$ cat config.mk
export PLATFORM = sky130hd
export DESIGN_NAME = spr_line_engine
export DESIGN_NICKNAME = d
export VERILOG_FILES = /design/src/rtl/spr_line_engine.sv
export SDC_FILE = /design/constraint.sdc
export NUM_CORES = 1
export LEC_CHECK = 0
export ABC_AREA = 1
export CELL_PAD_IN_SITES_DETAIL_PLACEMENT = 1
export CELL_PAD_IN_SITES_GLOBAL_PLACEMENT = 1
export CORE_ASPECT_RATIO = 1.1
export CORE_MARGIN = 2
export CORE_UTILIZATION = 45
export DETAILED_ROUTE_END_ITERATION = 10
export MAX_ROUTING_LAYER = met4
export PLACE_DENSITY_LB_ADDON = 0.1
export SETUP_SLACK_MARGIN = 0.3
export SLEW_MARGIN = 20
export SYNTH_ARGS = -nofsm -noshare
export SYNTH_HDL_FRONTEND = slang
export SYNTH_SLANG_ARGS = --single-unit
$ cat constraint.sdc
create_clock -name clk -period 15.41 [get_ports clk]
set_input_delay 2.3115 -clock clk [delete_from_list [all_inputs] [get_ports clk]]
set_output_delay 2.3115 -clock clk [all_outputs]
set_load 0.02 [all_outputs]
$ cat src/rtl/spr_line_engine.sv
// spr_line_engine
//
// Sprite line engine. On a start pulse it scans the sprite attribute table
// held in VRAM, selects the sprites that cover the requested line (up to
// MAX_PER_LINE of them), fetches each sprite's pattern row and writes its
// opaque pixels into an external 256-entry line buffer. A 256-bit occupancy
// mask gives the lower-indexed sprite priority and flags collisions.
//
// Ports
//   clk, reset       clock (rising edge) and asynchronous active-high reset
//   start            one-cycle pulse: (re)start evaluation of 'line'
//   line             line number being prepared
//   base_sprattr     attribute table base, VRAM word address bits [12:7]
//   base_sprpat      pattern table base, VRAM word address bit [12]
//   spr_h16          8x16 sprites when 1, 8x8 when 0
//   spr_zoom         doubles sprite width and height
//   spr_shift        moves every sprite 8 pixels left
//   vaddr            registered VRAM word address
//   vdata            VRAM data for the address presented in the previous cycle
//   wr_idx/wr_data   line buffer pixel index / 4-bit colour
//   wr_en            line buffer write strobe
//   busy             high while a line is being evaluated
//   done             one-cycle pulse on return to IDLE
//   spr_overflow     one-cycle pulse when too many sprites hit the line
//   spr_collision    one-cycle pulse per opaque pixel landing on an occupied one
//   dbg_state_o      current FSM state, for observation only
//
// Handshake: start is a fire-and-forget pulse with no ready. It is accepted in
// any state, aborts whatever is in progress and restarts the scan; the caller
// watches done (or busy falling) to know the line is complete. VRAM has a
// fixed one-cycle read latency, so no valid/ready is needed on that side.
module spr_line_engine #(
  parameter int NUM_SPR      = 64,
  parameter int MAX_PER_LINE = 8
) (
  input  logic        clk,
  input  logic        reset,
  input  logic        start,
  input  logic [7:0]  line,
  input  logic [5:0]  base_sprattr,
  input  logic        base_sprpat,
  input  logic        spr_h16,
  input  logic        spr_zoom,
  input  logic        spr_shift,
  output logic [12:0] vaddr,
  input  logic [15:0] vdata,
  output logic [7:0]  wr_idx,
  output logic [3:0]  wr_data,
  output logic        wr_en,
  output logic        busy,
  output logic        done,
  output logic        spr_overflow,
  output logic        spr_collision,
  output logic [2:0]  dbg_state_o
);

  typedef enum logic [2:0] {
    S_IDLE   = 3'd0,
    S_Y_ADDR = 3'd1,
    S_Y_CHK  = 3'd2,
    S_XN     = 3'd3,
    S_PAT0   = 3'd4,
    S_PAT1   = 3'd5,
    S_DRAW   = 3'd6
  } state_t;

  state_t        state_q, state_d;
  logic [6:0]    idx_q, idx_d;        // reaches NUM_SPR (64) to end the scan
  logic [4:0]    hit_q, hit_d;
  logic [255:0]  occ_q, occ_d;
  logic [3:0]    row_q, row_d;
  logic [7:0]    x_q, x_d;
  logic [7:0]    p0_q, p0_d, p1_q, p1_d, p2_q, p2_d, p3_q, p3_d;
  logic [4:0]    pix_q, pix_d;
  logic [12:0]   vaddr_q, vaddr_d;
  logic [7:0]    wr_idx_q, wr_idx_d;
  logic [3:0]    wr_data_q, wr_data_d;
  logic          wr_en_q, wr_en_d;
  logic          done_q, done_d;
  logic          ovf_q, ovf_d;
  logic          coll_q, coll_d;

  // Datapath helpers
  logic [7:0] y_val;
  logic [7:0] ydiff;
  logic [7:0] height;
  logic       on_line;
  logic [3:0] row;
  logic [4:0] width_m1;
  logic [2:0] bit_sel;
  logic [3:0] colour;
  logic [9:0] pos;
  logic       pos_ok;

  always_comb begin
    // Two Y bytes share one attribute word; idx[0] picks the half.
    y_val  = idx_q[0] ? vdata[15:8] : vdata[7:0];
    // Sprites are displayed starting one line below their Y value.
    ydiff  = line - (y_val + 8'd1);
    height = spr_h16 ? (spr_zoom ? 8'd32 : 8'd16) : (spr_zoom ? 8'd16 : 8'd8);
    on_line = (ydiff < height);
    row    = spr_zoom ? ydiff[4:1] : ydiff[3:0];
    width_m1 = spr_zoom ? 5'd15 : 5'd7;
    // Leftmost pixel is bit 7; with zoom each bit is shown twice.
    bit_sel = 3'd7 - (spr_zoom ? pix_q[3:1] : pix_q[2:0]);
    colour  = {p3_q[bit_sel], p2_q[bit_sel], p1_q[bit_sel], p0_q[bit_sel]};
    // 10-bit arithmetic so that shifted-off-left pixels become negative.
    pos     = {2'b00, x_q} + {5'b00000, pix_q} - (spr_shift ? 10'd8 : 10'd0);
    pos_ok  = (pos[9:8] == 2'b00);
  end

  always_comb begin
    state_d   = state_q;
    idx_d     = idx_q;
    hit_d     = hit_q;
    occ_d     = occ_q;
    row_d     = row_q;
    x_d       = x_q;
    p0_d      = p0_q;
    p1_d      = p1_q;
    p2_d      = p2_q;
    p3_d      = p3_q;
    pix_d     = pix_q;
    vaddr_d   = vaddr_q;
    wr_idx_d  = wr_idx_q;
    wr_data_d = wr_data_q;
    wr_en_d   = 1'b0;
    done_d    = 1'b0;
    ovf_d     = 1'b0;
    coll_d    = 1'b0;

    if (start) begin
      state_d = S_Y_ADDR;
      idx_d   = 7'd0;
      hit_d   = 5'd0;
      occ_d   = '0;
    end else begin
      case (state_q)
        S_IDLE: begin
        end
        S_Y_ADDR: begin
          vaddr_d = {base_sprattr, 2'b00, idx_q[5:1]};
          state_d = S_Y_CHK;
        end
        S_Y_CHK: begin
          if (y_val == 8'hD0 || idx_q == 7'(NUM_SPR)) begin
            state_d = S_IDLE;
          end else if (!on_line) begin
            idx_d   = idx_q + 7'd1;
            state_d = S_Y_ADDR;
          end else if (hit_q == 5'(MAX_PER_LINE)) begin
            ovf_d   = 1'b1;
            state_d = S_IDLE;
          end else begin
            hit_d   = hit_q + 5'd1;
            row_d   = row;
            vaddr_d = {base_sprattr, 1'b1, idx_q[5:0]};
            state_d = S_XN;
          end
        end
        S_XN: begin
          x_d = vdata[7:0];
          // Tall sprites use an even/odd tile pair; row[3] selects the half.
          vaddr_d = {base_sprpat, vdata[15:9], (spr_h16 ? row_q[3] : vdata[8]),
                     row_q[2:0], 1'b0};
          state_d = S_PAT0;
        end
        S_PAT0: begin
          p0_d    = vdata[7:0];
          p1_d    = vdata[15:8];
          vaddr_d = {vaddr_q[12:1], 1'b1};
          state_d = S_PAT1;
        end
        S_PAT1: begin
          p2_d    = vdata[7:0];
          p3_d    = vdata[15:8];
          pix_d   = 5'd0;
          state_d = S_DRAW;
        end
        S_DRAW: begin
          if (colour != 4'd0 && pos_ok) begin
            if (occ_q[pos[7:0]]) begin
              coll_d = 1'b1;
            end else begin
              wr_en_d   = 1'b1;
              wr_idx_d  = pos[7:0];
              wr_data_d = colour;
              occ_d[pos[7:0]] = 1'b1;
            end
          end
          if (pix_q == width_m1) begin
            idx_d   = idx_q + 7'd1;
            state_d = S_Y_ADDR;
          end else begin
            pix_d = pix_q + 5'd1;
          end
        end
        default: state_d = S_IDLE;
      endcase
    end

    if (state_d == S_IDLE && state_q != S_IDLE) done_d = 1'b1;
  end

  always_ff @(posedge clk or posedge reset) begin
    if (reset) begin
      state_q   <= S_IDLE;
      idx_q     <= 7'd0;
      hit_q     <= 5'd0;
      occ_q     <= '0;
      row_q     <= 4'd0;
      x_q       <= 8'd0;
      p0_q      <= 8'd0;
      p1_q      <= 8'd0;
      p2_q      <= 8'd0;
      p3_q      <= 8'd0;
      pix_q     <= 5'd0;
      vaddr_q   <= 13'd0;
      wr_idx_q  <= 8'd0;
      wr_data_q <= 4'd0;
      wr_en_q   <= 1'b0;
      done_q    <= 1'b0;
      ovf_q     <= 1'b0;
      coll_q    <= 1'b0;
    end else begin
      state_q   <= state_d;
      idx_q     <= idx_d;
      hit_q     <= hit_d;
      occ_q     <= occ_d;
      row_q     <= row_d;
      x_q       <= x_d;
      p0_q      <= p0_d;
      p1_q      <= p1_d;
      p2_q      <= p2_d;
      p3_q      <= p3_d;
      pix_q     <= pix_d;
      vaddr_q   <= vaddr_d;
      wr_idx_q  <= wr_idx_d;
      wr_data_q <= wr_data_d;
      wr_en_q   <= wr_en_d;
      done_q    <= done_d;
      ovf_q     <= ovf_d;
      coll_q    <= coll_d;
    end
  end

  assign vaddr         = vaddr_q;
  assign wr_idx        = wr_idx_q;
  assign wr_data       = wr_data_q;
  assign wr_en         = wr_en_q;
  assign busy          = (state_q != S_IDLE);
  assign done          = done_q;
  assign spr_overflow  = ovf_q;
  assign spr_collision = coll_q;
  assign dbg_state_o   = state_q;

endmodule

=== Word level (Yosys, flattened, before mapping) ===
Cells that the tools add are included.

* Flip-flop bits (word level): 349
* Bits of input ports: 37
* Output and inout bits: 33
* Logic and storage cells: 146

* Add/sub/neg operators: 8
* Order comparisons: 4
* Equality and inequality tests: 20
* Muxes and demuxes: 61
* Bitwise logic cells: 6
* Reduce and logical (&&, ||, !) cells: 28

{| class="wikitable"
|+ Operators with widths
! kind !! count
|-
| 2-to-1 mux 256 bit || 4
|-
| OR 256 bit || 1
|-
| one-hot mux 13 bit (4 select lines) || 1
|-
| 2-to-1 mux 13 bit || 3
|-
| 2-to-1 mux 5 bit || 7
|-
| 2-to-1 mux 7 bit || 4
|-
| 2-to-1 mux 1 bit || 21
|-
| one-hot mux 3 bit (7 select lines) || 1
|-
| inequality test 2 bit, second input constant || 7
|-
| one-hot mux 7 bit (2 select lines) || 1
|-
| binary-select mux 1 bit (select 3 bit) || 4
|-
| 2-to-1 mux 4 bit || 3
|-
| 2-to-1 mux 6 bit || 2
|-
| AND reduction 4 bit || 3
|-
| adder 5 x 1 -> 5 bit, second input constant || 2
|-
| one-hot mux 5 bit (2 select lines) || 1
|-
| AND reduction 5 bit || 2
|-
| nonzero test 2 bit || 5
|-
| subtractor 9 x 4 -> 10 bit || 1
|-
| adder 8 x 5 -> 9 bit || 1
|-
| == test 3 bit, second input constant || 3
|-
| < comparator 8 x 9 -> 1 bit, second input constant || 1
|-
| 2-to-1 mux 3 bit || 3
|-
| inequality test 3 bit, second input constant || 3
|-
| 27 further kinds || 43
|}

=== Depth between registers and ports, before layout ===
Gate-level depths: netlist (run 1).

* Depth after elaboration: 11
* Depth in mapped cells: 25
* Mapped depth without buffers: 21

=== Least setup slack after synthesis (run 1) ===
No wires, ideal clock.

* Path kind: input to register
* Start point: input spr_shift
* End point: register occ_q[10]
* Setup time: 0.066 ns
* Data arrival time: 4.890 ns
* Data required time: 15.344 ns
* Setup slack: 10.454 ns
* Cell stages on the path: 20
* Buffers on the path: 2
* Path through: fa_1 -> inv_1 -> ha_1 -> nand2_1 -> clkinv_1 -> nand2_1 -> nand2_1 -> nand2_1 -> nand2_1 -> nor2_2 -> nand2_1 -> nand2_1 -> nor2_1 -> nor2_1 -> nor2_1 -> nand2_2 -> buf_2 -> buf_4 -> nand3_1 -> nand2_1

* Word-level cells in the longest chain between the ends: 11
* Elaborated cells on any way between the ends: 19
* Classes of those cells: add/sub: 1; order compare: 2; eq/ne: 1; mux: 9; bitwise: 1; reduce/logical: 5

{| class="wikitable"
|+ RTL lines
! item !! RTL line !! source
|-
| start, declared || 44 || <nowiki>input logic spr_shift,</nowiki>
|-
| 2-to-1 mux 4 bit (*) || 108 || <nowiki>pos = {2'b00, x_q} + {5'b00000, pix_q} - (spr_shift ? 10'd8 : 10'd0);</nowiki>
|-
| subtractor 9 x 4 -> 10 bit (*) || 108 ||
|-
| < comparator 8 x 9 -> 1 bit (not written as such) or >= comparator 8 x 1 -> 1 bit (tied branches) || 188 || <nowiki>occ_d[pos[7:0]] = 1'b1;</nowiki>
|-
| logical AND 1 bit (not written as such) || 188 ||
|-
| 2-to-1 mux 1 bit (not written as such) || 188 ||
|-
| demux 1 bit (select 8 bit) || 188 ||
|-
| OR 256 bit (no line) || n/a ||
|-
| 2-to-1 mux 256 bit || 182 || <nowiki>if (occ_q[pos[7:0]]) begin</nowiki>
|-
| 2-to-1 mux 256 bit || 181 || <nowiki>if (colour != 4'd0 && pos_ok) begin</nowiki>
|-
| 2-to-1 mux 256 bit || 138 || <nowiki>case (state_q)</nowiki>
|-
| 2-to-1 mux 256 bit || 132 || <nowiki>if (start) begin</nowiki>
|-
| end signal, assigned || 210 || <nowiki>occ_q <= '0;</nowiki>
|-
| end signal, assigned || 229 || <nowiki>occ_q <= occ_d;</nowiki>
|-
| end, declared || 70 || <nowiki>logic [255:0] occ_q, occ_d;</nowiki>
|}

Mark *: on every way between the ends. The rest lies on a longest branch, timed or not. The select of a mux whose other input is x is not followed.
A chain may end at the register's enable or synchronous reset.

=== Worst setup path in the final report (run 1) ===
* Start point: input spr_shift
* End point: register occ_q[179]

Same word-level chain as after synthesis.

==> impl_metrics.ini, run 1 <==
[logic_synthesis]
yosysTopAreaCellShare_pct = 42.9
synth_adder_area_share_pct = 2.04
ys_ff_latch = 349
yosysTopAreaCell = dfrtp_1
synth_top_family_by_area = simple AND/OR/NAND/NOR gates
ys_warn_count = 0
synth.net_count = 3115
synth.area.top_cells = dfrtp_1, nand2_1, nor2_1, nand3_1, inv_1
synth_cell_type_count = 47
synth.avg_cell_area_sq_um = 6.68
synthMuxAreaShare_pct = 0
syn_inst = 3046
synthXorXnorAreaFrac_pct = 0.886
yosysSeqAreaShare_pct = 42.9
synth_area_sq_um = 20300
synth-simple-area-share_pct = 39.7
synth-compound-area-share_pct = 5.07

[timing]
timing.fmax_mhz = 150
finClkSkew_ns = 0.0140
grt_setup_unrepaired = no
period_share_pct = 43.4
slew_violations = 0
fin_ws_ns = 8.73
finalHoldViolCount = 0
setup_violations = 0
fin_setup_tns_ns = 0
fin_crit_ns = 6.68
slew_headroom_pct = 20.6
max_slew.worst_pin.slew_ns = 1.19

[worst_setup_path]
timing.rr.start = pix_q[1]$_DFFE_PP0P_
start_kind = input port
cp.required_ns = 15.91
cp-end-kind = register
crit_chain = clkdlybuf4s50_1, fa_1, inv_1, ha_1, xor2_2, nand2_1, nand2_1, nand2_1, nand2_1, nor2_1, nor2_1, nor2_1, nand2_8, buf_6, nand3_1, nand2_1
critPathSlowestCell = xor2_2
critPathMaxFanout = 162
critPathTopFamily = simple AND/OR/NAND/NOR gates
cp-startpoint = spr_shift
arrival_ns = 7.18
criticalPathCategory = in2reg
critical_path.max_stage_delay_ns = 0.77
path_buf_inv = 3
r2r_slack_ns = 9.64
cp_common_cell = nand2_1

[cells_and_area]
final_area_sq_um = 22400
area_growth_pct = 9.91
nFillCells = 5862
nNetsFinal = 3060
final_cell_mix = nand2_1, nor2_1, dfrtp_1
diodes = 0
drive_gt1_share_pct = 3.65
mostFrequentLayoutCell = nand2_1

[global_routing]
grt-ovfl-total = 0
antenna_found_initial = 0
grt_usage_pct = 31.2
grt_pass1_vias = 20300
grt_start_max_net_pins = 175
grt_pass1_wl_microns = 111000

[route]
drc_errors = 0
drt.antenna.violating_nets = 0
detail_route.wl_per_cell_microns = 19.4
avgViaCountPerCell = 5.45
dr.first_iter.drc_count = 1343
wirelength_microns = 69700
dr.pass1.iters = 5
vias = 19600

[die]
initial_core_util_pct = 45.6
fp.dieW_microns = 207
num_rows = 81
coreArea_sq_um = 44600
ioPinCount = 70
die-height_microns = 227
dieArea_sq_um = 46900

[outcome]
status = finished clean

[place]
gp_congestion = 0.831
place_ws_ns = 8.01
place_area_sq_um = 21000
dp_hpwl_microns = 41000
portBuffers = 69

[clock_tree]
cts_tree = built
clk_pin_slew_worst_paths_ns = 0.06
post_cts_hold_buffer_count = 0
ctsResizeCount = 0
clock-sinks = 349
cts_buffers = 43
clock_latency_ns = 0.57
cts_buffer_depth = 3
root_buffer = clkbuf_16
post-cts-setup-buffers = 0
htree_levels = 2

[worst_hold_path]
hp-class = reg2reg
worst_hold_startpoint = wr_idx[7]$_DFFE_PP0P_

[run]
maxCapViolations = 0
[through the flow]
stage | hold slack, ns | util (%) | std cells
floorplan | 0.442 | - | 3046
global placement | 0.455 | 47.1 | 3527
detailed placement | 0.465 | 47.1 | 3527
CTS | 0.479 | 50.1 | 3598
global route | 0.500 | 50.1 | 3598
finish | 0.474 | 50.1 | 3598
[cell families after synthesis]
| kind of cell | after synthesis |
|---|---|
| xor gates and xnor gates | 18 |
| AOI/OAI and AO/OA | 179 |
| DFF | 349 |
| and+or+nand+nor | 2030 |
| adders and majority gates | 32 |
| buffers and inverters | 438 |
[worst paths after layout]
check | endpoint | cells after the start
setup / recovery | occ_q[179]$_DFFE_PP0P_ | 16
hold / removal | wr_idx[7]$_DFFE_PP0P_ | 2
setup reg to reg | occ_q[179]$_DFFE_PP0P_ | 23
hold reg to reg | wr_idx[7]$_DFFE_PP0P_ | 2
max in group asynchronous | vaddr[0]$_DFFE_PP0P_ | 3
min in group asynchronous | idx_q[1]$_DFFE_PP0P_ | 2
[cells in the mapped netlist (all sizes together)]
master	number
a211oi	1
a21o	1
a21oi	24
a221oi	4
a22o	1
a22oi	1
a31o	1
buf	92
clkbuf	94
clkinv	2
dfrtp	349
fa	2
ha	30
inv	250
nand2	1243
nand3	297
nand3b	5
nand4	5
nor2	471
nor3	5
nor3b	1
nor4	1
o211ai	12
o21a	2
o21ai	111
o21bai	19
o22ai	1
o31ai	1
or2	2
xnor2	7
xor2	11
[state kept, by name, summed over array words and instances (netlist names), 3 cells and up]
signal and flops:
dbg_state_o 3, hit_q 5, idx_q 7, occ_q 256, p0_q 8, p1_q 8
p2_q 8, p3_q 8, pix_q 5, row_q 4, vaddr 13, wr_data 4
wr_idx 8, x_q 8
[layout make-up]
cell class	instances	area, sq um	area share, %
clock buffer	66	1310	5.84
multi-input combinational	2259	9750	43.6
tap	581	727	3.25
clock inverter	5	28.8	0.129
sequential	349	8730	39.1
inverter	252	966	4.32
timing repair buffer	86	847	3.79
[worst reg2reg max path: cells and delay by family (launching register included)]
kind / cells / cell delay [ns]
fa+ha+maj: 2 / 0.60
buf+inv: 5 / 1.75
flops: 1 / 0.45
simple gates: 16 / 2.90
[routing by layer]
layer / wire length (microns) / vias to the layer above / global-route usage (%)
met3: 2730 / 159 / 3.12
met4: 2710 / 0 / 12.7
met1: 30400 / 9796 / 39.0
met5: 0 / - / -
met2: 33900 / 443 / 51.9
li1: - / 9209 / -
Power of run 1 is not shown: default switching activity piles up to over one toggle a cycle in this logic, so the estimate is an artifact.
==> inputs of run 2 (changes only) <==
--- a/config.mk
+++ b/config.mk
@@ -10,7 +10,7 @@
 export CELL_PAD_IN_SITES_GLOBAL_PLACEMENT = 1
 export CORE_ASPECT_RATIO = 1.1
 export CORE_MARGIN = 2
-export CORE_UTILIZATION = 45
+export CORE_UTILIZATION = 41
 export DETAILED_ROUTE_END_ITERATION = 10
 export MAX_ROUTING_LAYER = met4
 export PLACE_DENSITY_LB_ADDON = 0.1
==> constraint.sdc (replaced) <==
create_clock -name clk -period 5.46 [get_ports clk]
set_input_delay 0.819 -clock clk [delete_from_list [all_inputs] [get_ports clk]]
set_output_delay 0.819 -clock clk [all_outputs]
set_load 0.02 [all_outputs]
==> run 2 against run 1 <==
Compared with the run above: clock skew up 0.0075 ns; cell count increased by 2.8%; global-route usage decreased by 1.7 points; via count is essentially flat; utilization is 3.4 points lower.
==> impl_metrics.ini, run 2 (synthesized netlist as in run 1, its figures left out) <==
[worst_hold_path]
hp-class = reg2reg
worst_hold_startpoint = wr_idx[1]$_DFFE_PP0P_

[cells_and_area]
multiInputGateArea_sq_um = 9750
nFillCells = 6359
nNetsFinal = 3086
drive_gt1_share_pct = 4.76
diodes = 0
final_cell_mix = nand2_1, nor2_1, dfrtp_1
largest_register = occ_q
mostFrequentLayoutCell = nand2_1
largest_reg_flops = 256
seq_area_sq_um = 8730
instances_no_fill = 3700
area_growth_pct = 12.6

[place]
gp_congestion = 0.871
dp_hpwl_microns = 44000
portBuffers = 69
place_inst = 3625

[global_routing]
grt_start_max_net_pins = 161
antenna_found_initial = 0
grt_pass1_vias = 20700
grt-ovfl-total = 0
grt_usage_pct = 29.5
grt_pass1_wl_microns = 116000

[worst_setup_path]
arrival_ns = 5.00
timing.rr.start = pix_q[1]$_DFFE_PP0P_
cp-startpoint = pix_q[1]$_DFFE_PP0P_
cp-end-kind = register
critPathMaxFanout = 33
cp_common_cell = nand2_1
critical_path.max_stage_delay_ns = 0.63
critPathTopFamily = simple AND/OR/NAND/NOR gates
path_buf_inv = 2
critPathSlowestCell = nand2_2
crit_chain = inv_2, ha_1, ha_2, inv_2, nand2_2, nor2_1, nor2_1, nand2_1, nand2_1, nand2_1, nand2_1, nand2_1, nand2_1, nand2_1, nor2_1, nor2_1, nor2_1, nand2_8, nand2_1, nand2_1, nand2_1
criticalPathCategory = reg2reg
start_kind = register
cp.required_ns = 5.97

[outcome]
status = finished clean

[clock_tree]
root_buffer = clkbuf_16
clock_latency_ns = 0.59
clk_pin_slew_worst_paths_ns = 0.06
cts_buffer_depth = 3
post-cts-setup-buffers = 0
post_cts_hold_buffer_count = 0
ctsResizeCount = 0
htree_levels = 2
cts_buffers = 42
clock-sinks = 349
cts_tree = built

[route]
route.met3.wl_microns = 2980
avgViaCountPerCell = 5.30
vias = 19600
detail_route.wl_per_cell_microns = 19.6
wirelength_microns = 72600
drc_errors = 0
dr.pass1.iters = 5
drt.antenna.violating_nets = 0
wl_met1_microns = 30900
routed-wl-met2_microns = 36400
dr.first_iter.drc_count = 1391
top_layer_used = met4

[timing]
fin_crit_ns = 4.49
timing.fmax_mhz = 223
slew_headroom_pct = 26.4
max_slew.worst_pin.slew_ns = 1.10
finClkSkew_ns = 0.0215
slew_violations = 0
finalHoldViolCount = 0
grt_setup_unrepaired = no
setup_violations = 0
period_share_pct = 82.2

[run]
maxCapViolations = 0

[die]
initial_core_util_pct = 41.5
fp.dieW_microns = 216
dieArea_sq_um = 51400
num_rows = 85
ioPinCount = 70
die-height_microns = 238
coreArea_sq_um = 49000
-- run 2: final cells by class --
class / instances / share of cell area [%]
Multi-Input combinational cell: 2259 / 42.6
Sequential cell: 349 / 38.1
Clock buffer: 65 / 5.86
Timing Repair Buffer: 113 / 5.11
Inverter: 252 / 4.20
Tap cell: 652 / 3.56
Clock inverter: 10 / 0.546
-- run 2: final timing paths --
check | to | slack [ns] | depth (start not counted)
min | wr_idx[1]$_DFFE_PP0P_ | 0.47 | 2
max reg2reg | wr_idx[3]$_DFFE_PP0P_ | 0.97 | 21
max in group asynchronous | wr_data[2]$_DFFE_PP0P_ | 3.91 | 3
max | wr_idx[3]$_DFFE_PP0P_ | 0.97 | 21
min in group asynchronous | occ_q[240]$_DFFE_PP0P_ | 0.79 | 3
min reg2reg | wr_idx[1]$_DFFE_PP0P_ | 0.47 | 2
-- run 2: metrics by stage --
stage / setup TNS (ns) / hold slack [ns] / area, sq um / util, % / worst slack, ns
finish: 0 / 0.472 / 22900 / 46.7 / 0.974
global route: 0 / 0.485 / 22900 / 46.7 / 0.678
CTS: 0 / 0.477 / 22900 / 46.7 / 0.959
detailed placement: 0 / 0.465 / 21400 / 43.7 / 0.655
global placement: 0 / 0.458 / 21400 / 43.7 / 0.771
floorplan: -10.97 / 0.442 / 20300 / - / -0.0314
-- run 2: per-layer routing --
layer	vias to the layer above	GRT usage, %
met4	0	9.92
met1	9775	35.5
met5	-	-
li1	9276	-
met2	423	51.5
met3	122	3.12
-- run 2: worst min-delay path, delay by kind of cell (launching register included) --
family	cells	cell delay, ns
AND/OR/NAND/NOR	2	0.10
flip-flops	1	0.34
Power of run 2 is left out for the same reason.
